File: src/rtl/gpio_ctrl.sv
// gpio_ctrl: parametrised GPIO controller for the tinyriscv peripheral bus.
//   NUM_IO pins, each with direction, atomic set/clear/toggle of output data,
//   a SYNC_STAGES input synchroniser and rising/falling edge interrupts that
//   OR together into one level interrupt.
// Ports:
//   clk, rst            clock, synchronous active-high reset
//   req_i, we_i         single-cycle bus request, 1=write
//   addr_i, data_i      byte address (only [5:2] decoded), write data
//   data_o, ack_o       registered read data and one-cycle acknowledge
//   io_pin_i            raw asynchronous pad inputs
//   io_out_o, io_oe_o   pad output value and output enable
//   irq_o               level interrupt, OR of pending flags

// Per-pin input path: synchroniser, edge detector and pending flag.
module gpio_pin #(
    parameter int SYNC_STAGES = 2
) (
    input  logic clk,
    input  logic rst,
    input  logic pin_i,
    input  logic rise_en,
    input  logic fall_en,
    input  logic pend_clr,
    output logic sync_o,
    output logic pend_o
);
    logic [SYNC_STAGES-1:0] sync_q;
    logic                   prev_q;
    logic                   pend_q;
    logic                   hit;

    assign sync_o = sync_q[SYNC_STAGES-1];
    assign pend_o = pend_q;

    // Enables gate the edge at detection time, so an edge seen while
    // disabled is gone for good.
    assign hit = (sync_o & ~prev_q & rise_en) | (~sync_o & prev_q & fall_en);

    always_ff @(posedge clk) begin
        if (rst) begin
            sync_q <= '0;
            prev_q <= 1'b0;
            pend_q <= 1'b0;
        end else begin
            sync_q <= {sync_q[SYNC_STAGES-2:0], pin_i};
            prev_q <= sync_o;
            // New edge beats a same-cycle W1C clear.
            pend_q <= (pend_q & ~pend_clr) | hit;
        end
    end
endmodule

module gpio_ctrl #(
    parameter int NUM_IO      = 16,
    parameter int SYNC_STAGES = 2
) (
    input  logic              clk,
    input  logic              rst,
    input  logic              req_i,
    input  logic              we_i,
    input  logic [31:0]       addr_i,
    input  logic [31:0]       data_i,
    output logic [31:0]       data_o,
    output logic              ack_o,
    input  logic [NUM_IO-1:0] io_pin_i,
    output logic [NUM_IO-1:0] io_out_o,
    output logic [NUM_IO-1:0] io_oe_o,
    output logic              irq_o
);
    localparam logic [3:0] REG_DIR  = 4'h0;
    localparam logic [3:0] REG_OUT  = 4'h1;
    localparam logic [3:0] REG_IN   = 4'h2;
    localparam logic [3:0] REG_SET  = 4'h3;
    localparam logic [3:0] REG_CLR  = 4'h4;
    localparam logic [3:0] REG_TGL  = 4'h5;
    localparam logic [3:0] REG_RISE = 4'h6;
    localparam logic [3:0] REG_FALL = 4'h7;
    localparam logic [3:0] REG_PEND = 4'h8;

    logic [NUM_IO-1:0] dir_q, out_q, rise_en_q, fall_en_q;
    logic [NUM_IO-1:0] sync, pend, pend_clr;
    logic [NUM_IO-1:0] wdata;
    logic [3:0]        sel;
    logic              wr;
    logic [31:0]       rdata;
    logic              unused_bits;

    assign sel   = addr_i[5:2];
    assign wr    = req_i & we_i;
    assign wdata = data_i[NUM_IO-1:0];
    assign unused_bits = ^{addr_i[31:6], addr_i[1:0], data_i};

    assign pend_clr = (wr && sel == REG_PEND) ? wdata : '0;

    gpio_pin #(.SYNC_STAGES(SYNC_STAGES)) u_pin [NUM_IO-1:0] (
        .clk      (clk),
        .rst      (rst),
        .pin_i    (io_pin_i),
        .rise_en  (rise_en_q),
        .fall_en  (fall_en_q),
        .pend_clr (pend_clr),
        .sync_o   (sync),
        .pend_o   (pend)
    );

    assign io_out_o = out_q;
    assign io_oe_o  = dir_q;
    assign irq_o    = |pend;

    // Write-only and unmapped offsets read as zero.
    always_comb begin
        rdata = '0;
        case (sel)
            REG_DIR:  rdata[NUM_IO-1:0] = dir_q;
            REG_OUT:  rdata[NUM_IO-1:0] = out_q;
            REG_IN:   rdata[NUM_IO-1:0] = sync;
            REG_RISE: rdata[NUM_IO-1:0] = rise_en_q;
            REG_FALL: rdata[NUM_IO-1:0] = fall_en_q;
            REG_PEND: rdata[NUM_IO-1:0] = pend;
            default:  rdata = '0;
        endcase
    end

    always_ff @(posedge clk) begin
        if (rst) begin
            dir_q     <= '0;
            out_q     <= '0;
            rise_en_q <= '0;
            fall_en_q <= '0;
            data_o    <= '0;
            ack_o     <= 1'b0;
        end else begin
            ack_o <= req_i;
            // data_o only moves on reads; it holds across write acks and idle.
            if (req_i && !we_i)
                data_o <= rdata;
            if (wr) begin
                case (sel)
                    REG_DIR:  dir_q     <= wdata;
                    REG_OUT:  out_q     <= wdata;
                    REG_SET:  out_q     <= out_q | wdata;
                    REG_CLR:  out_q     <= out_q & ~wdata;
                    REG_TGL:  out_q     <= out_q ^ wdata;
                    REG_RISE: rise_en_q <= wdata;
                    REG_FALL: fall_en_q <= wdata;
                    default:  ;
                endcase
            end
        end
    end
endmodule

File: config.mk
export PLATFORM = sky130hd
export DESIGN_NAME = gpio_ctrl
export DESIGN_NICKNAME = d
export VERILOG_FILES = /design/src/rtl/gpio_ctrl.sv
export SDC_FILE = /design/constraint.sdc
export NUM_CORES = 1
export LEC_CHECK = 0
export ABC_AREA = 1
export CORE_MARGIN = 2
export CORE_UTILIZATION = 30
export CTS_BUF_LIST = sky130_fd_sc_hd__clkbuf_4
export DETAILED_ROUTE_END_ITERATION = 8
export PLACE_DENSITY = 0.52
export RECOVER_POWER = 50
export SETUP_SLACK_MARGIN = 0.15
export SLEW_MARGIN = 40
export SYNTH_ARGS = -nofsm -noshare
export SYNTH_HDL_FRONTEND = slang
export SYNTH_HIERARCHICAL = 1
export SYNTH_SLANG_ARGS = --single-unit
File: constraint.sdc
create_clock -name clk -period 4 [get_ports clk]
set_input_delay 1.2 -clock clk [delete_from_list [all_inputs] [get_ports clk]]
set_output_delay 1.2 -clock clk [all_outputs]
set_load 0.01 [all_outputs]
==> metrics.txt, run 1 <==
# TYPE chip_impl_metric gauge
chip_impl_metric{name="dp.cells",unit=""} 1474
chip_impl_metric{name="global_route_wire_length_before_repair",unit="µm"} 34500
chip_impl_metric{name="synth-warning-count",unit=""} 6
chip_impl_metric{name="worst_case_register_to_register_setup_slack",unit="ns"} 2.55
chip_impl_metric{name="grt_max_degree",unit=""} 84
chip_impl_metric{name="htree_levels",unit=""} 4
chip_impl_metric{name="area_growth",unit="%"} 21.2
chip_impl_metric{name="final.min_clock_period",unit="ns"} 3.41
chip_impl_metric{name="ys_types",unit=""} 23
chip_impl_metric{name="sw_frac_of_total",unit="%"} 28.9
chip_impl_metric{name="placed_cell_area",unit="mm²"} 0.00852
chip_impl_metric{name="detail_route.first_pass.iterations",unit=""} 5
chip_impl_metric{name="final_core_util",unit="%"} 37.3
chip_impl_metric{name="timing_worst_slew_pin_value",unit="ns"} 1.92
chip_impl_metric{name="fin_worst_skew",unit="ns"} 0.0222
chip_impl_metric{name="postCtsHoldBufs",unit=""} 0
chip_impl_metric{name="synthMuxAreaShare",unit="%"} 0
chip_impl_metric{name="cts_setup_buffers",unit=""} 0
chip_impl_metric{name="synth_cells",unit=""} 1082
chip_impl_metric{name="power.combinational.fraction",unit="%"} 11.8
chip_impl_info{name="cp_cell_sequence",value="nor4_1 -> nand4_1 -> clkdlybuf4s50_1"} 1
chip_impl_metric{name="hold_path_depth",unit=""} 2
chip_impl_info{name="destination_of_the_worst_register_to_register_timing_path",value="io_out_o[7]"} 1
chip_impl_info{name="grt_setup_unrepaired",value="false"} 1
chip_impl_metric{name="final-hold-violation-count",unit=""} 0
chip_impl_metric{name="max_freq",unit="MHz"} 294
chip_impl_metric{name="dieWidth",unit="µm"} 160
chip_impl_metric{name="cts_buffers",unit=""} 17
chip_impl_metric{name="internal_power",unit="µW"} 2070
chip_impl_metric{name="sequentialPowerShare",unit="%"} 51.9
chip_impl_metric{name="remaining_drc_errors",unit=""} 0
chip_impl_metric{name="final_max_slew_viol_count",unit=""} 84
chip_impl_metric{name="final.period_utilization",unit="%"} 85.1
chip_impl_metric{name="worstPathBufferInverterCount",unit=""} 1
chip_impl_metric{name="initial_antenna_violation_count",unit=""} 1
chip_impl_metric{name="synth_simple_gate_area_share",unit="%"} 25.9
chip_impl_metric{name="synthesis.area",unit="mm²"} 0.00727
chip_impl_info{name="clock_tree.root_cell",value="sky130_fd_sc_hd__clkbuf_4"} 1
chip_impl_metric{name="grt_overflow",unit=""} 0
chip_impl_info{name="worst_path_max_delay_cell",value="sky130_fd_sc_hd__clkdlybuf4s50_1"} 1
chip_impl_metric{name="drive_gt1_share",unit="%"} 6.07
chip_impl_metric{name="worst_r2r_path_depth",unit=""} 8
chip_impl_info{name="hold_path.class",value="flop to flop"} 1
chip_impl_metric{name="p_leak",unit="µW"} 0.00382
chip_impl_metric{name="core.rowCount",unit=""} 56
chip_impl_metric{name="drt_wl_total",unit="µm"} 21800
chip_impl_metric{name="worstSkewPairLatency",unit="ns"} 0.56
chip_impl_metric{name="synth_seq_area_share",unit="%"} 39.9
chip_impl_metric{name="power.switching",unit="µW"} 839
chip_impl_metric{name="final_cell_count_without_fillers",unit=""} 1508
chip_impl_metric{name="arrival",unit="ns"} 2.21
chip_impl_info{name="mostFrequentLayoutCell",value="sky130_fd_sc_hd__inv_1"} 1
chip_impl_metric{name="worst_hold_slack",unit="ns"} 0.409
chip_impl_metric{name="clock-sinks",unit=""} 145
chip_impl_metric{name="floorplan.die.height",unit="µm"} 160
chip_impl_info{name="largest_delay_share_family_worst_path",value="simple AND/OR/NAND/NOR gates"} 1
chip_impl_metric{name="design_area",unit="mm²"} 0.00881
chip_impl_metric{name="post_cts.resized_instances",unit=""} 0
chip_impl_metric{name="required",unit="ns"} 2.80
chip_impl_info{name="synth_top_family_by_area",value="simple AND/OR/NAND/NOR gates"} 1
chip_impl_metric{name="fp.coreArea",unit="mm²"} 0.0236
chip_impl_metric{name="post_synth_xor_area_fraction",unit="%"} 0
chip_impl_metric{name="cp_max_fo",unit=""} 3
chip_impl_info{name="cts_tree",value="built"} 1
chip_impl_metric{name="cts.path.max_buffers",unit=""} 2
chip_impl_metric{name="place_hpwl",unit="µm"} 14600
chip_impl_info{name="end_point_of_the_worst_hold_path",value="u_pin[11]/sync_q[1]"} 1
chip_impl_metric{name="ir_worst_vdd",unit="V"} 0.000148
chip_impl_metric{name="timing.max_slew.rel_slack",unit="%"} -28.1
chip_impl_metric{name="setup_violators_final",unit=""} 0
chip_impl_metric{name="postSynthRegisterBits",unit=""} 145
chip_impl_metric{name="num_vias",unit=""} 6738
chip_impl_info{name="synth_ff_type",value="sky130_fd_sc_hd__dfxtp_1"} 1
chip_impl_info{name="failing_checks",value="max-capacitance violations, max-slew violations"} 1
chip_impl_info{name="crit-reg2reg-launch",value="io_out_o[7]"} 1
chip_impl_metric{name="post_synth_fa_ha_maj_area_fraction",unit="%"} 5.51
chip_impl_metric{name="track_usage",unit="%"} 17.2
chip_impl_metric{name="die_area",unit="mm²"} 0.0255
chip_impl_metric{name="power_frac_clock",unit="%"} 36.3
chip_impl_metric{name="asyncSetResetFlopFracSynth",unit="%"} 0
chip_impl_metric{name="worst-path-stages",unit=""} 3
chip_impl_info{name="worst-setup-path-type",value="flop to primary output"} 1
chip_impl_metric{name="place_congestion",unit=""} 0.816
chip_impl_metric{name="cap_violations",unit=""} 1
chip_impl_metric{name="clkSlewWorstSetupHoldPaths",unit="ns"} 0.14
chip_impl_metric{name="io_buffer_count",unit=""} 89
chip_impl_metric{name="cellPowerDensity",unit="mW/mm²"} 330
chip_impl_metric{name="antenna_violating_nets_post_route",unit=""} 0
chip_impl_info{name="mostFrequentLayoutCells",value="sky130_fd_sc_hd__inv_1, sky130_fd_sc_hd__nor2_1, sky130_fd_sc_hd__dfxtp_1, sky130_fd_sc_hd__nand3_1, sky130_fd_sc_hd__nand2_1"} 1
chip_impl_metric{name="number_of_global_route_vias_before_repair",unit=""} 6206
chip_impl_metric{name="synthesis.area_per_instance",unit="µm²"} 6.72
chip_impl_info{name="cp-end-kind",value="primary output"} 1
chip_impl_metric{name="starting_density",unit="%"} 30.8
chip_impl_metric{name="vias_per_cell",unit=""} 4.47
chip_impl_info{name="timing.hold.worst.start",value="u_pin[11]/sync_q[0]"} 1
chip_impl_metric{name="io-pin-count",unit=""} 150
chip_impl_metric{name="timing.critical_path.slowest_cell_delay",unit="ns"} 0.55
chip_impl_metric{name="drt_first_iter_violations",unit=""} 450
chip_impl_metric{name="nets",unit=""} 1290
chip_impl_metric{name="synth_compound_area_share",unit="%"} 12.3
chip_impl_metric{name="post_drt_wl_per_cell",unit="µm"} 14.5
chip_impl_metric{name="fin_setup_tns",unit="ns"} 0
chip_impl_info{name="start_kind",value="flop"} 1
chip_impl_info{name="run_status",value="finished, violations left"} 1
chip_impl_metric{name="synth_edf_count",unit=""} 0
-- cells in the mapped netlist (3+ instances only) --
master	number	area, µm²
sky130_fd_sc_hd__inv_1	229	860
sky130_fd_sc_hd__nor2_1	183	687
sky130_fd_sc_hd__dfxtp_1	145	2900
sky130_fd_sc_hd__nand3_1	138	691
sky130_fd_sc_hd__nand2_1	94	353
sky130_fd_sc_hd__a21oi_1	81	405
sky130_fd_sc_hd__o21ai_0	67	335
sky130_fd_sc_hd__ha_1	32	400
sky130_fd_sc_hd__clkbuf_1	26	97.6
sky130_fd_sc_hd__o22ai_1	21	131
sky130_fd_sc_hd__buf_4	18	135
sky130_fd_sc_hd__buf_2	13	65.1
sky130_fd_sc_hd__nor3_1	6	30.0
sky130_fd_sc_hd__nand2_2	5	31.3
sky130_fd_sc_hd__o21ai_1	5	25.0
sky130_fd_sc_hd__inv_2	4	15.0
sky130_fd_sc_hd__nor4_1	4	25.0
sky130_fd_sc_hd__nor2_2	3	18.8
-- power by group through the flow --
stage | sequential, µW | combinational (µW) | clock, µW
6_report | 1510 | 344 | 1050
5_1_grt | 1510 | 386 | 1140
4_1_cts | 1510 | 348 | 1080
3_5_place_dp | 1540 | 346 | 0
3_3_place_gp | 1540 | 343 | 0
2_1_floorplan | 1540 | 187 | 0
-- worst register-to-register path: cells and delay by family, from the launching register on --
kind	cells	cell delay [ns]
fa+ha+maj	1	0.29
buf+inv	1	0.14
flops	1	0.43
simple gates	6	0.42
-- routing by layer --
metal | up-vias | track usage [%] | share of wire [%]
li1 | 3525 | - | -
met1 | 3036 | 24.4 | 50
met2 | 169 | 27.0 | 44
met3 | 8 | 3.84 | 5.4
met4 | 0 | 3.47 | 0.88
met5 | - | 0 | 0
-- layout make-up --
type	instances	area [µm²]
fill	2587	14800
multi-input combinational	660	3230
sequential	145	2900
timing repair buffer	117	1080
inverter	233	875
tap	319	399
clock inverter	14	180
clock buffer	18	135
antenna	2	5.00
-- flip-flops by register name, indices dropped and copies added (netlist names) --
name / cells
io_out_o: 16
u_pin/sync_q: 32
u_pin/pend_o: 16
rise_en_q: 16
fall_en_q: 16
io_oe_o: 16
ack_o: 1
u_pin/prev_q: 16
data_o: 16
-- cells by family (layout without fill, tap and decap cells) --
logic type                 Yosys count  in the layout
and+or+nand+nor                    438            438
buffers and inverters              292            382
AOI/OAI and AO/OA                  174            174
DFF                                145            145
adders and majority gates           32             32
other                                1             18
-- worst max path at each step --
stage / end / startpoint
5_1_grt: data_o[7] / addr_i[4]
3_5_place_dp: fall_en_q[7] / addr_i[4]
2_1_floorplan: u_pin[10]/pend_o / addr_i[2]
3_3_place_gp: fall_en_q[7] / addr_i[4]
6_report: irq_o / u_pin[7]/pend_o
4_1_cts: irq_o / u_pin[7]/pend_o
-- per-stage QoR --
stage	total power, µW	worst slack (ns)
finish	2910	0.594
CTS	2940	0.568
global placement	1880	0.839
floorplan	1730	1.50
detailed placement	1890	0.817
global route	3040	0.345
(Power assumes the default switching activity.)
==> run 2: changes to the inputs <==
--- a/config.mk
+++ b/config.mk
@@ -7,10 +7,10 @@
 export LEC_CHECK = 0
 export ABC_AREA = 1
 export CORE_MARGIN = 2
-export CORE_UTILIZATION = 30
+export CORE_UTILIZATION = 40
 export CTS_BUF_LIST = sky130_fd_sc_hd__clkbuf_4
 export DETAILED_ROUTE_END_ITERATION = 8
-export PLACE_DENSITY = 0.52
+export PLACE_DENSITY = 0.65
 export RECOVER_POWER = 50
 export SETUP_SLACK_MARGIN = 0.15
 export SLEW_MARGIN = 40
==> run 2 against run 1 <==
The run still ends with max-capacitance violations, max-slew violations left. Register-to-register slack barely moved. First-iteration DRC count grew 7.6%. Die area fell by 24%. Sequential power about the same. Sequential share of layout area increased by 0.53 points. Largest cell class unchanged. Clock power rose by 5%. Final area down 1.6%.
==> metrics.txt, run 2 (synthesis results as in run 1) <==
# TYPE chip_impl_metric gauge
chip_impl_metric{name="floorplan.die.height",unit="µm"} 139
chip_impl_metric{name="place_hpwl",unit="µm"} 13600
chip_impl_info{name="cp-end-kind",value="primary output"} 1
chip_impl_metric{name="htree_levels",unit=""} 4
chip_impl_metric{name="fin_setup_tns",unit="ns"} 0
chip_impl_metric{name="timing.max_slew.rel_slack",unit="%"} -24.6
chip_impl_metric{name="final-hold-violation-count",unit=""} 0
chip_impl_metric{name="cts_setup_buffers",unit=""} 0
chip_impl_metric{name="place_congestion",unit=""} 0.824
chip_impl_metric{name="worstSkewPairLatency",unit="ns"} 0.58
chip_impl_metric{name="global_route_wire_length_before_repair",unit="µm"} 32400
chip_impl_metric{name="largest_reg_flops",unit=""} 32
chip_impl_metric{name="area_growth",unit="%"} 19.2
chip_impl_metric{name="hold_path_depth",unit=""} 2
chip_impl_metric{name="initial_antenna_violation_count",unit=""} 1
chip_impl_metric{name="arrival",unit="ns"} 2.34
chip_impl_metric{name="io_buffer_count",unit=""} 89
chip_impl_metric{name="dieWidth",unit="µm"} 139
chip_impl_info{name="crit_start",value="u_pin[8]/pend_o"} 1
chip_impl_metric{name="cts_buffers",unit=""} 17
chip_impl_metric{name="final.period_utilization",unit="%"} 88.4
chip_impl_info{name="grt_setup_unrepaired",value="false"} 1
chip_impl_info{name="mostFrequentLayoutCell",value="sky130_fd_sc_hd__inv_1"} 1
chip_impl_info{name="failing_checks",value="max-capacitance violations, max-slew violations"} 1
chip_impl_metric{name="detail_route.first_pass.iterations",unit=""} 5
chip_impl_info{name="register_bank_with_the_most_flops",value="u_pin/sync_q"} 1
chip_impl_metric{name="max_freq",unit="MHz"} 283
chip_impl_metric{name="drive_gt1_share",unit="%"} 5.33
chip_impl_info{name="cp_cell_sequence",value="nor4_1 -> nand4_1 -> clkdlybuf4s50_1"} 1
chip_impl_metric{name="drt_first_iter_violations",unit=""} 484
chip_impl_metric{name="final.min_clock_period",unit="ns"} 3.54
chip_impl_info{name="worst_path_max_delay_cell",value="sky130_fd_sc_hd__nor4_1"} 1
chip_impl_metric{name="grt_overflow",unit=""} 0
chip_impl_metric{name="track_usage",unit="%"} 21.1
chip_impl_metric{name="cts.path.max_buffers",unit=""} 2
chip_impl_metric{name="p_leak",unit="µW"} 0.00378
chip_impl_metric{name="num_vias",unit=""} 6856
chip_impl_metric{name="io-pin-count",unit=""} 150
chip_impl_metric{name="worst_r2r_path_depth",unit=""} 8
chip_impl_metric{name="final_max_slew_viol_count",unit=""} 117
chip_impl_info{name="mostFrequentLayoutCells",value="sky130_fd_sc_hd__inv_1, sky130_fd_sc_hd__nor2_1, sky130_fd_sc_hd__dfxtp_1, sky130_fd_sc_hd__nand3_1, sky130_fd_sc_hd__nand2_1"} 1
chip_impl_metric{name="clkSlewWorstSetupHoldPaths",unit="ns"} 0.13
chip_impl_metric{name="nets",unit=""} 1284
chip_impl_info{name="destination_of_the_worst_register_to_register_timing_path",value="io_out_o[7]"} 1
chip_impl_metric{name="die_area",unit="mm²"} 0.0193
chip_impl_metric{name="drt_wl_total",unit="µm"} 20500
chip_impl_metric{name="remaining_drc_errors",unit=""} 0
chip_impl_metric{name="timing.critical_path.slowest_cell_delay",unit="ns"} 0.57
chip_impl_info{name="crit-reg2reg-launch",value="io_out_o[7]"} 1
chip_impl_info{name="start_kind",value="flop"} 1
chip_impl_info{name="clock_tree.root_cell",value="sky130_fd_sc_hd__clkbuf_4"} 1
chip_impl_metric{name="antenna_violating_nets_post_route",unit=""} 0
chip_impl_metric{name="required",unit="ns"} 2.80
chip_impl_metric{name="grt_max_degree",unit=""} 84
chip_impl_metric{name="final.setup.worst_slack",unit="ns"} 0.463
chip_impl_metric{name="cap_violations",unit=""} 2
chip_impl_metric{name="cellPowerDensity",unit="mW/mm²"} 340
chip_impl_metric{name="fp.coreArea",unit="mm²"} 0.0179
chip_impl_metric{name="dp_worst_setup_slack",unit="ns"} 0.681
chip_impl_metric{name="number_of_global_route_vias_before_repair",unit=""} 6018
chip_impl_info{name="worst_setup_path_endpoint",value="irq_o"} 1
chip_impl_metric{name="postCtsHoldBufs",unit=""} 0
chip_impl_metric{name="starting_density",unit="%"} 40.6
chip_impl_metric{name="cp_max_fo",unit=""} 3
chip_impl_metric{name="timing_worst_slew_pin_value",unit="ns"} 1.87
chip_impl_metric{name="fin_worst_skew",unit="ns"} 0.0190
chip_impl_metric{name="core.rowCount",unit=""} 49
chip_impl_info{name="hold_path.class",value="flop to flop"} 1
chip_impl_metric{name="post_drt_wl_per_cell",unit="µm"} 14.5
chip_impl_metric{name="final_core_util",unit="%"} 48.4
chip_impl_metric{name="worst_case_register_to_register_setup_slack",unit="ns"} 2.55
chip_impl_metric{name="report.power.total",unit="µW"} 2940
chip_impl_metric{name="vias_per_cell",unit=""} 4.86
chip_impl_info{name="cts_tree",value="built"} 1
chip_impl_info{name="worst-setup-path-type",value="flop to primary output"} 1
chip_impl_metric{name="clock-sinks",unit=""} 145
chip_impl_metric{name="post_cts.resized_instances",unit=""} 0
chip_impl_metric{name="ir_worst_vdd",unit="V"} 0.000179
chip_impl_info{name="run_status",value="finished, violations left"} 1
chip_impl_metric{name="setup_violators_final",unit=""} 0
-- run 2: cell count changes in the layout (fill, tap and decap cells not counted), moves of 2 or more --
| cell | before | now |
|---|---|---|
| sky130_fd_sc_hd__nor2_4 | 0 | 2 |
| sky130_fd_sc_hd__buf_4 | 23 | 15 |
| sky130_fd_sc_hd__clkinv_1 | 2 | 0 |
| sky130_fd_sc_hd__clkbuf_1 | 2 | 5 |
-- run 2: metal layers --
| layer | wire [µm] | part of all wire (%) | GRT usage, % | vias to the layer above |
|---|---|---|---|---|
| met5 | 0 | 0 | 0 | - |
| met4 | 340 | 1.7 | 6.54 | 0 |
| met3 | 1170 | 5.7 | 4.35 | 29 |
| met2 | 8960 | 44 | 32.8 | 191 |
| met1 | 10000 | 49 | 29.7 | 3127 |
| li1 | - | - | - | 3509 |
-- run 2: cell type report --
type / count / area (µm²)
Antenna cell: 1 / 2.50
Clock buffer: 18 / 135
Clock inverter: 14 / 204
Fill cell: 1849 / 9240
Inverter: 233 / 875
Multi-Input combinational cell: 660 / 3230
Sequential cell: 145 / 2900
Tap cell: 229 / 287
Timing Repair Buffer: 111 / 1030
-- run 2: worst min-delay path by stage --
stage / startpoint / end
floorplan: u_pin[0]/sync_q[0] / u_pin[0]/sync_q[1]
detailed placement: u_pin[9]/sync_q[0] / u_pin[9]/sync_q[1]
global route: u_pin[9]/sync_q[0] / u_pin[9]/sync_q[1]
CTS: u_pin[9]/sync_q[0] / u_pin[9]/sync_q[1]
global placement: u_pin[9]/sync_q[0] / u_pin[9]/sync_q[1]
finish: u_pin[9]/sync_q[0] / u_pin[9]/sync_q[1]
-- run 2: power by group --
group,internal [µW],leakage [µW],switching (µW)
clock,514,0.000176,585
sequential,1480,0.00118,23.4
combinational,128,0.00243,210
-- run 2: through the flow --
step                std cells  hold slack (ns)  cell area, µm²
floorplan                1097            0.388            7320
finish                   1411            0.410            8670
global route             1411            0.423            8670
global placement         1378            0.390            8360
detailed placement       1378            0.392            8360
CTS                      1410            0.408            8700
-- run 2: worst max-delay path, delay by kind of cell (launching register included) --
kind,cells,cell delay [ns]
and+or+nand+nor,2,0.85
buffers and inverters,1,0.55
DFF,1,0.37
==> run 3: changes to the inputs <==
--- a/config.mk
+++ b/config.mk
@@ -10,7 +10,9 @@
 export CORE_UTILIZATION = 40
 export CTS_BUF_LIST = sky130_fd_sc_hd__clkbuf_4
 export DETAILED_ROUTE_END_ITERATION = 8
-export PLACE_DENSITY = 0.65
+export DONT_BUFFER_PORTS = 1
+export GPL_TIMING_DRIVEN = 0
+export PLACE_DENSITY = 0.54
 export RECOVER_POWER = 50
 export SETUP_SLACK_MARGIN = 0.15
 export SLEW_MARGIN = 40
==> run 3 against run 2 <==
The flow now finishes without violations. Utilization down 4.3 points. Register-to-register slack about the same. Global-route usage up 3.8 points. Sequential share of layout area up 3.3 points. Final area down 8.9%.
==> metrics.txt, run 3 (synthesis results as in run 1) <==
# TYPE chip_impl_metric gauge
chip_impl_info{name="run_status",value="finished clean"} 1
chip_impl_metric{name="post_cts.resized_instances",unit=""} 0
chip_impl_metric{name="number_of_global_route_vias_before_repair",unit=""} 6195
chip_impl_metric{name="power.switching",unit="µW"} 795
chip_impl_metric{name="place_congestion",unit=""} 0.878
chip_impl_metric{name="cts_setup_buffers",unit=""} 0
chip_impl_metric{name="fp.coreArea",unit="mm²"} 0.0179
chip_impl_metric{name="grt_overflow",unit=""} 0
chip_impl_info{name="mostFrequentLayoutCell",value="sky130_fd_sc_hd__inv_1"} 1
chip_impl_metric{name="place_hpwl",unit="µm"} 16900
chip_impl_metric{name="p_leak",unit="µW"} 0.00353
chip_impl_metric{name="dp_worst_setup_slack",unit="ns"} 0.493
chip_impl_metric{name="final.period_utilization",unit="%"} 74.4
chip_impl_info{name="start_kind",value="flop"} 1
chip_impl_metric{name="num_vias",unit=""} 6803
chip_impl_metric{name="fin_setup_tns",unit="ns"} 0
chip_impl_metric{name="arrival",unit="ns"} 1.77
chip_impl_metric{name="die_area",unit="mm²"} 0.0193
chip_impl_metric{name="io-pin-count",unit=""} 150
chip_impl_metric{name="antenna_violating_nets_post_route",unit=""} 0
chip_impl_metric{name="final-hold-violation-count",unit=""} 0
chip_impl_metric{name="worstSkewPairLatency",unit="ns"} 0.57
chip_impl_metric{name="remaining_drc_errors",unit=""} 0
chip_impl_info{name="worst-setup-path-type",value="flop to primary output"} 1
chip_impl_metric{name="initial_antenna_violation_count",unit=""} 1
chip_impl_metric{name="cellPowerDensity",unit="mW/mm²"} 353
chip_impl_metric{name="timing_worst_slew_pin_value",unit="ns"} 0.906
chip_impl_metric{name="track_usage",unit="%"} 24.9
chip_impl_metric{name="area_growth",unit="%"} 8.62
chip_impl_metric{name="post_drt_wl_per_cell",unit="µm"} 17.7
chip_impl_metric{name="global_route_wire_length_before_repair",unit="µm"} 36600
chip_impl_metric{name="cp_max_fo",unit=""} 3
chip_impl_metric{name="ir_worst_vdd",unit="V"} 0.000155
chip_impl_metric{name="cts_buffers",unit=""} 17
chip_impl_metric{name="max_freq",unit="MHz"} 336
chip_impl_info{name="hold_path.class",value="flop to flop"} 1
chip_impl_metric{name="hold_path_depth",unit=""} 2
chip_impl_metric{name="floorplan.die.height",unit="µm"} 139
chip_impl_metric{name="clkSlewWorstSetupHoldPaths",unit="ns"} 0.13
chip_impl_metric{name="core.rowCount",unit=""} 49
chip_impl_metric{name="setup_violators_final",unit=""} 0
chip_impl_metric{name="fin_worst_skew",unit="ns"} 0.0206
chip_impl_metric{name="report.power.total",unit="µW"} 2780
chip_impl_metric{name="clock-sinks",unit=""} 145
chip_impl_info{name="clock_tree.root_cell",value="sky130_fd_sc_hd__clkbuf_4"} 1
chip_impl_metric{name="drt_wl_total",unit="µm"} 24100
chip_impl_metric{name="sequentialPowerShare",unit="%"} 54.5
chip_impl_metric{name="nets",unit=""} 1232
chip_impl_metric{name="starting_density",unit="%"} 40.6
chip_impl_metric{name="cap_violations",unit=""} 0
chip_impl_metric{name="detail_route.first_pass.iterations",unit=""} 6
chip_impl_metric{name="vias_per_cell",unit=""} 5.01
chip_impl_metric{name="internal_power",unit="µW"} 1990
chip_impl_metric{name="power.combinational.fraction",unit="%"} 9.5
chip_impl_metric{name="final.min_clock_period",unit="ns"} 2.97
chip_impl_metric{name="io_buffer_count",unit=""} 0
chip_impl_metric{name="required",unit="ns"} 2.80
chip_impl_metric{name="worst_r2r_path_depth",unit=""} 8
chip_impl_info{name="mostFrequentLayoutCells",value="sky130_fd_sc_hd__inv_1, sky130_fd_sc_hd__nor2_1, sky130_fd_sc_hd__dfxtp_1, sky130_fd_sc_hd__nand3_1, sky130_fd_sc_hd__nand2_1"} 1
chip_impl_metric{name="postCtsHoldBufs",unit=""} 0
chip_impl_info{name="cp-end-kind",value="primary output"} 1
chip_impl_metric{name="dieWidth",unit="µm"} 139
chip_impl_info{name="register_bank_with_the_most_flops",value="u_pin/sync_q"} 1
chip_impl_metric{name="cts.path.max_buffers",unit=""} 2
chip_impl_metric{name="final_max_slew_viol_count",unit=""} 0
chip_impl_metric{name="power_frac_clock",unit="%"} 36.0
chip_impl_metric{name="drive_gt1_share",unit="%"} 6.12
chip_impl_metric{name="timing.max_slew.rel_slack",unit="%"} 39.4
chip_impl_info{name="cts_tree",value="built"} 1
chip_impl_metric{name="final.setup.worst_slack",unit="ns"} 1.03
chip_impl_metric{name="htree_levels",unit=""} 4
chip_impl_metric{name="largest_reg_flops",unit=""} 32
chip_impl_info{name="grt_setup_unrepaired",value="false"} 1
chip_impl_metric{name="drt_first_iter_violations",unit=""} 699
chip_impl_metric{name="grt_max_degree",unit=""} 67
chip_impl_metric{name="sw_frac_of_total",unit="%"} 28.5
==> run 3: power by group through the flow <==
stage                     registers [µW]  logic [µW]  clock network (µW)
after detailed placement            1550         261                   0
after CTS                           1520         262                1020
after floorplan                     1540         187                   0
after global placement              1550         259                   0
final                               1520         264                1000
after global routing                1520         295                1080
==> run 3: area by class of cell <==
cell class	count	area (µm²)
inverters	233	875
flip-flops and latches	145	2900
clock inverters	14	164
fillers	1941	10000
well taps	229	287
clock buffers	17	128
plain buffers	59	303
diodes	2	5.00
multi-input cells	660	3230
==> run 3: layer usage <==
metal	vias up	wire length, µm	track usage (%)
met5	-	0	0
met2	279	10800	39.3
met4	0	568	7.76
li1	3409	-	-
met3	33	2170	6.46
met1	3082	10600	33.6
==> run 3: path summary, 6_finish.rpt <==
kind	startpoint	to	slack, ns
max	u_pin[7]/pend_o	irq_o	1.03
min	u_pin[2]/sync_q[0]	u_pin[2]/sync_q[1]	0.40
max reg2reg	io_out_o[15]	io_out_o[15]	2.54
min reg2reg	u_pin[2]/sync_q[0]	u_pin[2]/sync_q[1]	0.40
==> run 3: through the flow <==
stage	hold WS [ns]	area (µm²)	utilization [%]	instances
after floorplan	0.388	7320	-	1097
after global placement	0.389	7610	42.5	1326
after detailed placement	0.394	7610	42.5	1326
after CTS	0.408	7900	44.1	1357
after global routing	0.423	7900	44.1	1359
final	0.401	7900	44.1	1359
==> run 3: worst max-delay path, cell delays in order, from the launching register on <==
cell,delay [ns]
sky130_fd_sc_hd__dfxtp_1,0.38
sky130_fd_sc_hd__nor4_1,0.49
sky130_fd_sc_hd__nand4_1,0.34
